<file path="config.mk">
export PLATFORM = sky130hd
export DESIGN_NAME = bit_index_encoder
export DESIGN_NICKNAME = d
export VERILOG_FILES = /design/src/rtl/bit_index_encoder_pkg.sv /design/src/rtl/prio_enc_comb.sv /design/src/rtl/bit_index_encoder.sv
export SDC_FILE = /design/constraint.sdc
export NUM_CORES = 1
export LEC_CHECK = 0
export CORE_ASPECT_RATIO = 0.5
export CORE_MARGIN = 2
export CORE_UTILIZATION = 25
export DETAILED_ROUTE_END_ITERATION = 12
export GPL_TIMING_DRIVEN = 0
export MAX_ROUTING_LAYER = met4
export PLACE_DENSITY = 0.5
export SYNTH_ARGS = -nofsm -noshare
export SYNTH_HDL_FRONTEND = slang
export SYNTH_SLANG_ARGS = --single-unit
</file>
<file path="constraint.sdc">
create_clock -name clk -period 8.8 [get_ports clk]
set_clock_uncertainty 0.05 [all_clocks]
set_input_delay 1.76 -clock clk [delete_from_list [all_inputs] [get_ports clk]]
set_output_delay 1.76 -clock clk [all_outputs]
set_load 0.05 [all_outputs]
</file>
<file path="src/rtl/bit_index_encoder_pkg.sv">
// Shared types for the bit index encoder: FSM state encoding and a constant log2 helper.
package enc_pkg;

    typedef enum logic {
        IDLE = 1'b0,
        SCAN = 1'b1
    } state_t;

    // Constant-foldable ceil(log2(value)); usable in parameter expressions.
    function automatic int clog2(input int value);
        int r;
        int v;
        r = 0;
        v = value - 1;
        while (v > 0) begin
            r = r + 1;
            v = v >> 1;
        end
        return r;
    endfunction

endpackage

</file>
<file path="src/rtl/prio_enc_comb.sv">
// Combinational priority encoder: index of the lowest (or highest) set bit of vec.
module prio_enc_comb
    import enc_pkg::*;
#(
    parameter int WIDTH     = 16,
    parameter bit MSB_FIRST = 1'b0,
    localparam int IDXW     = clog2(WIDTH)
) (
    input  logic [WIDTH-1:0] vec,
    output logic [IDXW-1:0]  idx,
    output logic             found
);

    // Scan from the low-priority end so the last hit written is the winner.
    always_comb begin
        idx = '0;
        for (int i = 0; i < WIDTH; i++) begin
            if (MSB_FIRST) begin
                if (vec[i]) idx = IDXW'(i);
            end else begin
                if (vec[WIDTH-1-i]) idx = IDXW'(WIDTH - 1 - i);
            end
        end
    end

    assign found = |vec;

endmodule

</file>
<file path="src/rtl/bit_index_encoder.sv">
// Registered priority encoder streaming the index of every set bit of an accepted
// request vector, one index per output handshake, in the configured priority order.
module bit_index_encoder
    import enc_pkg::*;
#(
    parameter int WIDTH     = 16,
    parameter bit MSB_FIRST = 1'b0,
    localparam int IDXW     = $clog2(WIDTH)
) (
    input  logic             clk,
    input  logic             rst,
    input  logic             in_valid,
    output logic             in_ready,
    input  logic [WIDTH-1:0] in_data,
    output logic             out_valid,
    input  logic             out_ready,
    output logic [IDXW-1:0]  out_idx,
    output logic             out_last,
    output logic             out_none,
    output logic [IDXW:0]    out_count,
    output state_t           dbg_state
);

    // Handshakes: a transfer happens on a rising edge where valid & ready are both
    // high; valid never depends on ready, and the producer holds its payload until
    // the transfer. in_ready is high only in IDLE, out_valid only in SCAN.

    state_t           state;
    state_t           state_nxt;
    logic             rdy_q;
    logic [WIDTH-1:0] mask;
    logic [IDXW:0]    count_q;
    logic [IDXW:0]    popcnt;
    logic [IDXW-1:0]  enc_idx;
    logic             enc_found;
    logic             single;
    logic             accept;
    logic             xfer;

    prio_enc_comb #(
        .WIDTH     (WIDTH),
        .MSB_FIRST (MSB_FIRST)
    ) u_enc (
        .vec   (mask),
        .idx   (enc_idx),
        .found (enc_found)
    );

    // Zero or exactly one bit left in the mask means this beat is the last one.
    assign single = ((mask & (mask - WIDTH'(1))) == '0);

    always_comb begin
        popcnt = '0;
        for (int i = 0; i < WIDTH; i++) begin
            popcnt = popcnt + {{IDXW{1'b0}}, in_data[i]};
        end
    end

    always_comb begin
        state_nxt = state;
        in_ready  = 1'b0;
        out_valid = 1'b0;
        out_last  = 1'b0;
        out_none  = 1'b0;
        accept    = 1'b0;
        xfer      = 1'b0;
        case (state)
            IDLE: begin
                in_ready = rdy_q;
                accept   = rdy_q & in_valid;
                if (accept) state_nxt = SCAN;
            end
            SCAN: begin
                out_valid = 1'b1;
                out_last  = single;
                out_none  = ~enc_found;
                xfer      = out_ready;
                if (xfer && single) state_nxt = IDLE;
            end
            default: state_nxt = IDLE;
        endcase
    end

    // rdy_q holds in_ready low during the reset cycle itself.
    always_ff @(posedge clk) begin
        if (rst) begin
            state   <= IDLE;
            rdy_q   <= 1'b0;
            mask    <= '0;
            count_q <= '0;
        end else begin
            state <= state_nxt;
            rdy_q <= 1'b1;
            if (accept) begin
                mask    <= in_data;
                count_q <= popcnt;
            end else if (xfer) begin
                mask[enc_idx] <= 1'b0;
            end
        end
    end

    assign out_idx   = enc_idx;
    assign out_count = count_q;
    assign dbg_state = state;

endmodule
</file>
; ---- Yosys cells after proc, flatten, opt, wreduce, memory -nomap -nowiden
; Cells that the tools add are included.
; W data, S select, Z words.
[totals]
in_bits = 20
ff_bits = 23
wordCells = 63
[op_classes]
n_addsub = 16
bitwise_logic = 6
magnitude_cmp = 2
n_reduce_logical = 5
mux = 30
[ops]
columns = op, count
row1 = $mux W4, 16
row2 = $add A5 B1 Y5, 11
row3 = $and A16 B16 Y16, 2
row4 = $mux W16, 2
row5 = $logic_not A16 Y1, 1
row6 = $not A16 Y16, 1
row7 = $reduce_or A16 Y1, 1
row8 = $sub A16 B1 Y16 const B, 1
row9 = $mux W1, 10
row10 = $add A4 B1 Y5, 1
row11 = $lt A4 B5 Y1 const B, 1
row12 = $add A3 B1 Y4, 1
row13 = $demux W1 S4, 1
row14 = $ge A4 B1 Y1 const B, 1
row15 = $add A2 B1 Y3, 1
row16 = $add A1 B1 Y2, 1
row17 = $logic_and A1 B1 Y1, 2
row18 = $not A1 Y1, 2
row19 = $pmux W1 S2, 1
row20 = $reduce_bool A2 Y1, 1
row21 = $and A1 B1 Y1, 1

; ---- Depth between registers and ports, before layout
; Gate-level depths: netlist (run 1).
[depth]
depth_word = 24
depth_mapped = 14
ltp_nobuf = 14

; ---- Cells and area by module
; A second synthesis (run 1) with hierarchy kept.
[hier_totals]
hier_cells = 220
hier_area_um2 = 1677.9
[by_module_without_submodules]
columns = module, cells_per_inst, instances, area_per_inst_um2
row1 = bit_index_encoder, 186, 1, 1501.4
row2 = prio_enc_comb, 34, 1, 176.4

; ---- Least setup slack after synthesis (run 1)
; Ideal clock, no wire load.
[synth_path]
path_type = input to register
from = input in_data[0]
to = register count_q[2] (netlist: out_count[2])
arrival_ns = 4.748
path_slack_ns = 3.936
setup_ns = 0.065
path_stages = 13
path_cell_list = fa_1 inv_1 fa_1 fa_1 fa_1 inv_1 ha_1 inv_1 fa_1 nor2b_1 nor3_1 a21oi_1 nor2_1
[synth_between]
elab_chain_len = 15
[synth_rtl]
columns = element, line_no
row1 = start: declaration, bit_index_encoder.sv:14  ; input logic [WIDTH-1:0] in_data,
row2 = $add A1 B1 Y2, bit_index_encoder.sv:55  ; popcnt = popcnt + {{IDXW{1'b0}}, in_data[i]};
row3 = $add A2 B1 Y3, bit_index_encoder.sv:55
row4 = $add A3 B1 Y4, bit_index_encoder.sv:55
row5 = $add A4 B1 Y5, bit_index_encoder.sv:55
row6 = $add A5 B1 Y5 (11 in a row), bit_index_encoder.sv:55
row7 = end signal: assignment, bit_index_encoder.sv:96  ; count_q <= popcnt;
row8 = end: declaration, bit_index_encoder.sv:32  ; logic [IDXW:0] count_q;
; Every way passes these cells.
; A chain may end at the register's enable or synchronous reset.

; ---- Final worst setup path (run 1)
; Ends and elaborated chain as after synthesis.

==> results by group, run 1 <==
Status
  – Status: completed

Power
  – Leak: 0.842 nW
  – Max IR drop VDD: just over 100 uV
  – Pwr Density: around 200 nW/um^2

Synthesis
  – Synthesized instance count: between 200 and 250
  – Leading area contributor after synthesis: dfxtp_1
  – Synth cell types: around 50
  – Synth async-reset ratio: 0
  – Post-Synth XOR/XNOR Area: 0.00514
  – Sequential area share after synthesis: 0.270
  – Mux share of post-synthesis cell area: 0.00588
  – #FFs+latches synth: 23
  – Synth top area share: 0.270
  – Synth Area per Inst: 8.07 sq um
  – Simple-Gate Fraction of Synth Area: 0.212
  – Mapped Nets: approximately 250
  – Adder-Cell Fraction of Synth Area: 0.172
  – Dominant synthesized flop cell: dfxtp_1
  – Largest family of logic cells by synthesized area: compound AO/OA/AOI/OAI gates
  – Post-synth EDFFs: 0
  – Synthesis Warnings: 0
  – Top post-synthesis cells by area: dfxtp_1, fa_1, inv_1
  – Mapped Area: between 1500 and 2000 sq um
  – Synth Area in Compound Gates: 0.237

Critical path
  – Worst EP arrival: around 5.3 ns
  – Critical Path Fanout Max: 2
  – CP startpoint kind: input port
  – Setup Crit Path Kind: in2reg
  – CP required: 8.88 ns
  – Setup crit end kind: flip-flop

Finish
  – Diodes inserted: 0
  – Layout fillers: about 700
  – Share of cells above drive strength 1: 0.0605
  – Fin area: roughly 2200 sq um
  – Layout Nets: about 280
  – Non-filler instance count after layout: 340
  – Area Growth Syn to Fin: 30.9%

Die
  – Die H: 62.4 um
  – Core area: between 6000 and 7000 sq um
  – Die outline area: 7530 sq um
  – DIE WIDTH: approximately 120 um
  – Starting Density: 0.256
  – Row cnt: 21
  – Ports: 34

GRT
  – First-pass GRT wire length: between 8000 and 9000 um
  – Overflow after GRT: 0
  – GRT Resource Usage Total: 0.141
  – Pin count of the biggest net entering global routing: 14
  – Vias in the first global route: 1609
  – Initial antenna violation count: 0

Clocking
  – H-Tree Depth: 1
  – TritonCTS Buffers: 3
  – Hold-fix buffers, CTS: 0
  – CTS root buffer: clkbuf_16
  – Clk slew on worst S/H paths: 0.06 ns
  – CTS tree: built
  – Longest Clk Path Bufs: 2
  – Sink Count: 23
  – Clk Latency, worst-skew pair: between 0.2 and 0.3 ns
  – Resize count post-CTS: 0
  – Setup Buffers After CTS: 0

Placement
  – Dpl cells: 336
  – Place WS: ~3.3 ns
  – Count of input and output buffers: 33
  – Detailed placement HPWL: 3850 um
  – Final Wtd Congestion: between 0.8 and 0.9
  – Post-DP Area: approximately 2100 sq um

Timing
  – Pins Over Slew Limit: 0
  – Max-slew headroom: 0.506
  – Crit share post-route: 0.595
  – Min Tclk post-route: around 5.2 ns
  – Fmax: ~190 MHz
  – Hold slack: around 0.4 ns
  – Setup-failing EPs final: 0
  – RSZ-0062 raised after global routing: false
  – TNS Setup: 0 ns
  – Final worst setup slack: roughly 3.6 ns
  – Final Hold Viols: 0
  – Slew @ Worst Pin: about 0.73 ns

Drt
  – 1st-iter DRT viols: between 70 and 80
  – Final wirelength: 4940 um
  – DRC Markers: 0
  – ANT nets after route: 0
  – Vias/cell: roughly 4.8
  – Wirelength per Cell: 14.5 um
  – First drt pass iteration count: 4
  – Via count: ~1.6k

Min path
  – HP Class: reg2reg

Job
  – Max-cap violations: 0
[sequential cells by signal, summed over array words and instances, names as in the netlist]
register   count
mask          16
out_count      5
dbg_state      1
rdy_q          1
[per-stage QoR]
stage | utilization | power [W]
4_1_cts | 0.335 | 0.000443
5_1_grt | 0.335 | 0.000471
2_1_floorplan | - | 0.000277
6_report | 0.335 | 0.000438
3_5_place_dp | 0.323 | 0.000341
3_3_place_gp | 0.323 | 0.000339
[where the power goes]
group	total [W]	internal (W)	switching, W
Clock	0.000101	0.0000612	0.0000397
Combinational	0.000215	0.0000883	0.000127
Sequential	0.000122	0.000113	0.00000933
[worst max-delay path, cell delays in order]
cell	delay [ns]
clkdlybuf4s50_1	0.46
fa_1	0.55
inv_1	0.05
fa_1	0.47
fa_1	0.54
fa_1	0.42
inv_1	0.07
ha_1	0.16
inv_1	0.06
fa_1	0.38
nor2b_1	0.16
nor3_1	0.06
a21oi_1	0.13
nor2_1	0.05
[cells in the mapped netlist (2+ instances only)]
cell / instances
a2111oi_0: 2
a211o_1: 3
a211oi_1: 2
a21oi_1: 19
a221oi_1: 4
a311oi_1: 2
a31oi_1: 3
and2_1: 2
and3_1: 2
buf_6: 2
clkbuf_1: 8
dfxtp_1: 23
fa_1: 10
ha_1: 5
inv_1: 26
maj3_1: 3
nand2_1: 24
nand2b_1: 2
nand3_1: 2
nor2_1: 13
nor2b_1: 3
nor3_1: 8
nor3b_1: 2
nor4_1: 3
o211ai_1: 3
o21ai_0: 6
o311ai_0: 3
o311ai_1: 2
or3_1: 3
or4_1: 2
[cells in the final DEF, fill, tap and decap left out, drive strengths merged, types with 4 or more instances in the layout]
cell,count
o311ai,5
nor3,8
buf,4
a221oi,5
dfxtp,23
nor4,4
nor2,14
nand2,24
o21ai,7
clkdlybuf4s50,33
ha,5
a21oi,19
clkbuf,11
fa,10
inv,27
[per-layer routing]
| metal | track usage | vias to the layer above | part of all wire |
|---|---|---|---|
| met4 | 0.0276 | 0 | 0.011 |
| met5 | - | - | 0 |
| met1 | 0.202 | 779 | 0.53 |
| met2 | 0.212 | 25 | 0.45 |
| met3 | 0.0202 | 5 | 0.016 |
| li1 | - | 821 | - |
[area by class of cell]
type	instances	area, sq um	area share
plain buffers	12	65.1	0.0292
clock buffers	3	75.1	0.0337
clock inverters	1	5.00	0.00225
inverters	27	101	0.0455
multi-input cells	149	1080	0.483
flip-flops and latches	23	460	0.207
well taps	92	115	0.0517
repair buffers	33	330	0.148
[path summary, 6_finish.rpt]
check / start / endpoint / slack, ns / cells past startpoint
worst min register to register: out_count[4] / out_count[4] / 0.40 / 2
worst min-delay path: out_count[4] / out_count[4] / 0.40 / 2
worst max-delay path: in_data[0] / out_count[2] / 3.56 / 14
worst max register to register: mask[5] / dbg_state / 6.56 / 8
[cell families after synthesis]
kind of cell,Yosys count
and+or+nand+nor,71
AOI/OAI and AO/OA,58
buffers and inverters,39
DFF,23
adders and majority gates,18
xor gates and xnor gates,1
muxes,1
Power figures use the tool's default switching activity.
==> run 2: changes to the inputs <==
Settings changed: PLACE_DENSITY 0.5 to 0.51.
Clock period 8.8 ns to 4.3 ns, I/O delays scaled along.
==> run 2 against run 1 <==
  * Via count up 3.2%
  * Design area grew 1.3%
  * Sequential share of layout area decreased by 0.27 points
  * Flip-flop and latch count is the same
  * Combinational power is 110% higher
  * Register-to-register slack got worse by 4.5 ns
  * Global-route usage grew 0.29 points
  * Non-clock buffer count unchanged
  * Final cell count is the same
==> results by group, run 2 (synthesized netlist as in run 1, its figures left out) <==
Finish
  – Top reg by flops: mask (unchanged)
  – Layout fillers: 704 (was 703)
  – Fin area: 2260 sq um (was 2230 sq um)
  – Max FFs per register: 16 (unchanged)
  – Most frequent cells in the layout: nand2_1, clkdlybuf4s50_1, dfxtp_1 (was clkdlybuf4s50_1, inv_1, nand2_1)
  – Diodes inserted: 0 (unchanged)
  – Share of cells above drive strength 1: 0.0887 (was 0.0605)
  – Area Growth Syn to Fin: 32.6% (was 30.9%)
  – Layout Nets: 284 (unchanged)

Critical path
  – Register-to-Register Setup Slack: 2.06 ns (was 6.56 ns)
  – Reg2reg end: dbg_state (unchanged)
  – Setup crit end kind: flip-flop (unchanged)
  – Sequence of cells on the critical path: dlygate4sd2_1 > fa_1 > inv_1 > fa_1 > fa_1 > fa_1 > inv_2 > ha_4 > inv_2 > fa_2 > nor2b_1 > nor3_1 > a21oi_1 > nor2_1 (was clkdlybuf4s50_1 > fa_1 > inv_1 > fa_1 > fa_1 > fa_1 > inv_1 > ha_1 > inv_1 > fa_1 > nor2b_1 > nor3_1 > a21oi_1 > nor2_1)
  – Worst path top cell family by delay: adder cells (unchanged)
  – Critical Path Most Common Cell: fa_1 (unchanged)
  – Critical R2R Launch: mask[5] (unchanged)
  – CP required: 4.44 ns (was 8.88 ns)
  – Critical path buffers and inverters: 4 (unchanged)
  – Reg2Reg Depth: 8 (unchanged)
  – CP startpoint kind: input port (unchanged)
  – Setup Crit Path Kind: in2reg (unchanged)
  – CP peak stage delay: 0.54 ns (was 0.55 ns)
  – Critical Path Fanout Max: 2 (unchanged)
  – Worst EP arrival: 4.27 ns (was 5.32 ns)
  – Crit-path slowest cell: fa_1 (unchanged)

Drt
  – ANT nets after route: 0 (unchanged)
  – Via count: 1682 (was 1630)
  – 1st-iter DRT viols: 91 (was 71)
  – Wirelength per Cell: 14.7 um (was 14.5 um)
  – Vias/cell: 4.95 (was 4.79)
  – DRC Markers: 0 (unchanged)
  – Final wirelength: 5000 um (was 4940 um)
  – First drt pass iteration count: 5 (was 4)

Die
  – Row cnt: 21 (unchanged)
  – Ports: 34 (unchanged)
  – Starting Density: 0.256 (unchanged)
  – Die H: 62.4 um (unchanged)
  – DIE WIDTH: 121 um (unchanged)
  – Core area: 6650 sq um (unchanged)
  – Die outline area: 7530 sq um (unchanged)

Clocking
  – H-Tree Depth: 1 (unchanged)
  – Longest Clk Path Bufs: 2 (unchanged)
  – Clk slew on worst S/H paths: 0.06 ns (about the same)
  – Clk Latency, worst-skew pair: 0.26 ns (about the same)
  – CTS tree: built (unchanged)
  – Sink Count: 23 (unchanged)
  – TritonCTS Buffers: 3 (unchanged)
  – CTS root buffer: clkbuf_16 (unchanged)
  – Hold-fix buffers, CTS: 0 (unchanged)

Timing
  – TNS Setup: 0 ns (unchanged)
  – Max-slew headroom: 0.507 (was 0.506)
  – Final Hold Viols: 0 (unchanged)
  – Setup-failing EPs final: 0 (unchanged)
  – RSZ-0062 raised after global routing: false (unchanged)
  – Crit share post-route: 0.959
  – Fmax: between 200 and 250 MHz
  – Final worst setup slack: 0.177 ns (was 3.56 ns)
  – Min Tclk post-route: 4.12 ns
  – Pins Over Slew Limit: 0 (unchanged)
  – Slew @ Worst Pin: 0.733 ns (was 0.735 ns)

Min path
  – Hold path start: out_count[3] (was out_count[4])
  – Hold path depth: 2 (unchanged)
  – HP Class: reg2reg (unchanged)
  – Worst Hold End: out_count[3] (was out_count[4])

GRT
  – Overflow after GRT: 0 (unchanged)
  – First-pass GRT wire length: 8290 um (was 8180 um)
  – Vias in the first global route: 1667 (was 1609)
  – Initial antenna violation count: 0 (unchanged)
  – GRT Resource Usage Total: 0.144 (was 0.141)
  – Pin count of the biggest net entering global routing: 13 (was 14)

Placement
  – Count of input and output buffers: 33 (unchanged)
  – Final Wtd Congestion: 0.831 (was 0.849)
  – Post-DP Area: 2150 sq um (unchanged)
  – Place WS: -0.331 ns (was 3.27 ns)
  – Detailed placement HPWL: 3880 um (was 3850 um)

Status
  – Status: completed (unchanged)

Power
  – Pwr Density: 407 nW/um^2 (was 196 nW/um^2)
  – Max IR drop VDD: 151 uV (was 102 uV)
  – Total power draw: 0.000919 W (was 0.000438 W)
  – Leak: 0.894 nW (was 0.842 nW)

Job
  – Max-cap violations: 0 (unchanged)
run 2: cell types whose count changed in the layout (fill, tap and decap cells not counted), sizes merged:
cell / delta
dlygate4sd2: +3
clkdlybuf4s50: -9
dlymetal6s2s: +6
clkinv: -1
clkbuf: +1
run 2: tightest hold or removal path, cell delays in order (launching register included):
cell and delay [ns]:
dfxtp_1 0.31, nand2_1 0.05, a21oi_1 0.05
run 2: final cells by class:
type | instances | area [sq um] | area share
flip-flops and latches | 23 | 460 | 0.204
well taps | 92 | 115 | 0.0510
plain buffers | 12 | 65.1 | 0.0288
inverters | 27 | 101 | 0.0449
repair buffers | 33 | 342 | 0.151
multi-input cells | 149 | 1100 | 0.485
clock buffers | 4 | 78.8 | 0.0349
run 2: power by group:
| group | switching (W) | internal (W) | total, W |
|---|---|---|---|
| registers | 0.0000187 | 0.000231 | 0.000249 |
| logic | 0.000270 | 0.000192 | 0.000462 |
| clock network | 0.0000810 | 0.000127 | 0.000208 |
run 2: per-layer routing:
metal  global-route usage  wire [um]  vias up
li1                     -          -      816
met1                0.197       2300      801
met2                0.219       2280       57
met3               0.0257        324        8
met4               0.0378         96        0
met5                    -          0        -
run 2: how the worst max path moves through the flow:
stage	startpoint	endpoint	slack, ns	cells after the start
5_1_grt	mask[5]	out_last	0.05	9
3_5_place_dp	in_data[0]	out_count[2]	-0.33	14
2_1_floorplan	in_data[0]	out_count[2]	0.34	13
4_1_cts	in_data[15]	out_count[2]	0.007	14
3_3_place_gp	in_data[0]	out_count[2]	-0.35	14
6_report	in_data[0]	out_count[2]	0.18	14
run 2: stage by stage:
stage	hold WS, ns	instances	utilization
final	0.404	340	0.340
after CTS	0.409	340	0.336
after global routing	0.427	340	0.340
after detailed placement	0.401	336	0.323
after floorplan	0.430	211	-
after global placement	0.393	336	0.323
run 2: what timing repair did:
action | CTS | global route
setup endpoints to repair | 3 | 4
pin swaps | 7 | 8
gates resized for setup | 6 | 12
setup buffers | 0 | 0
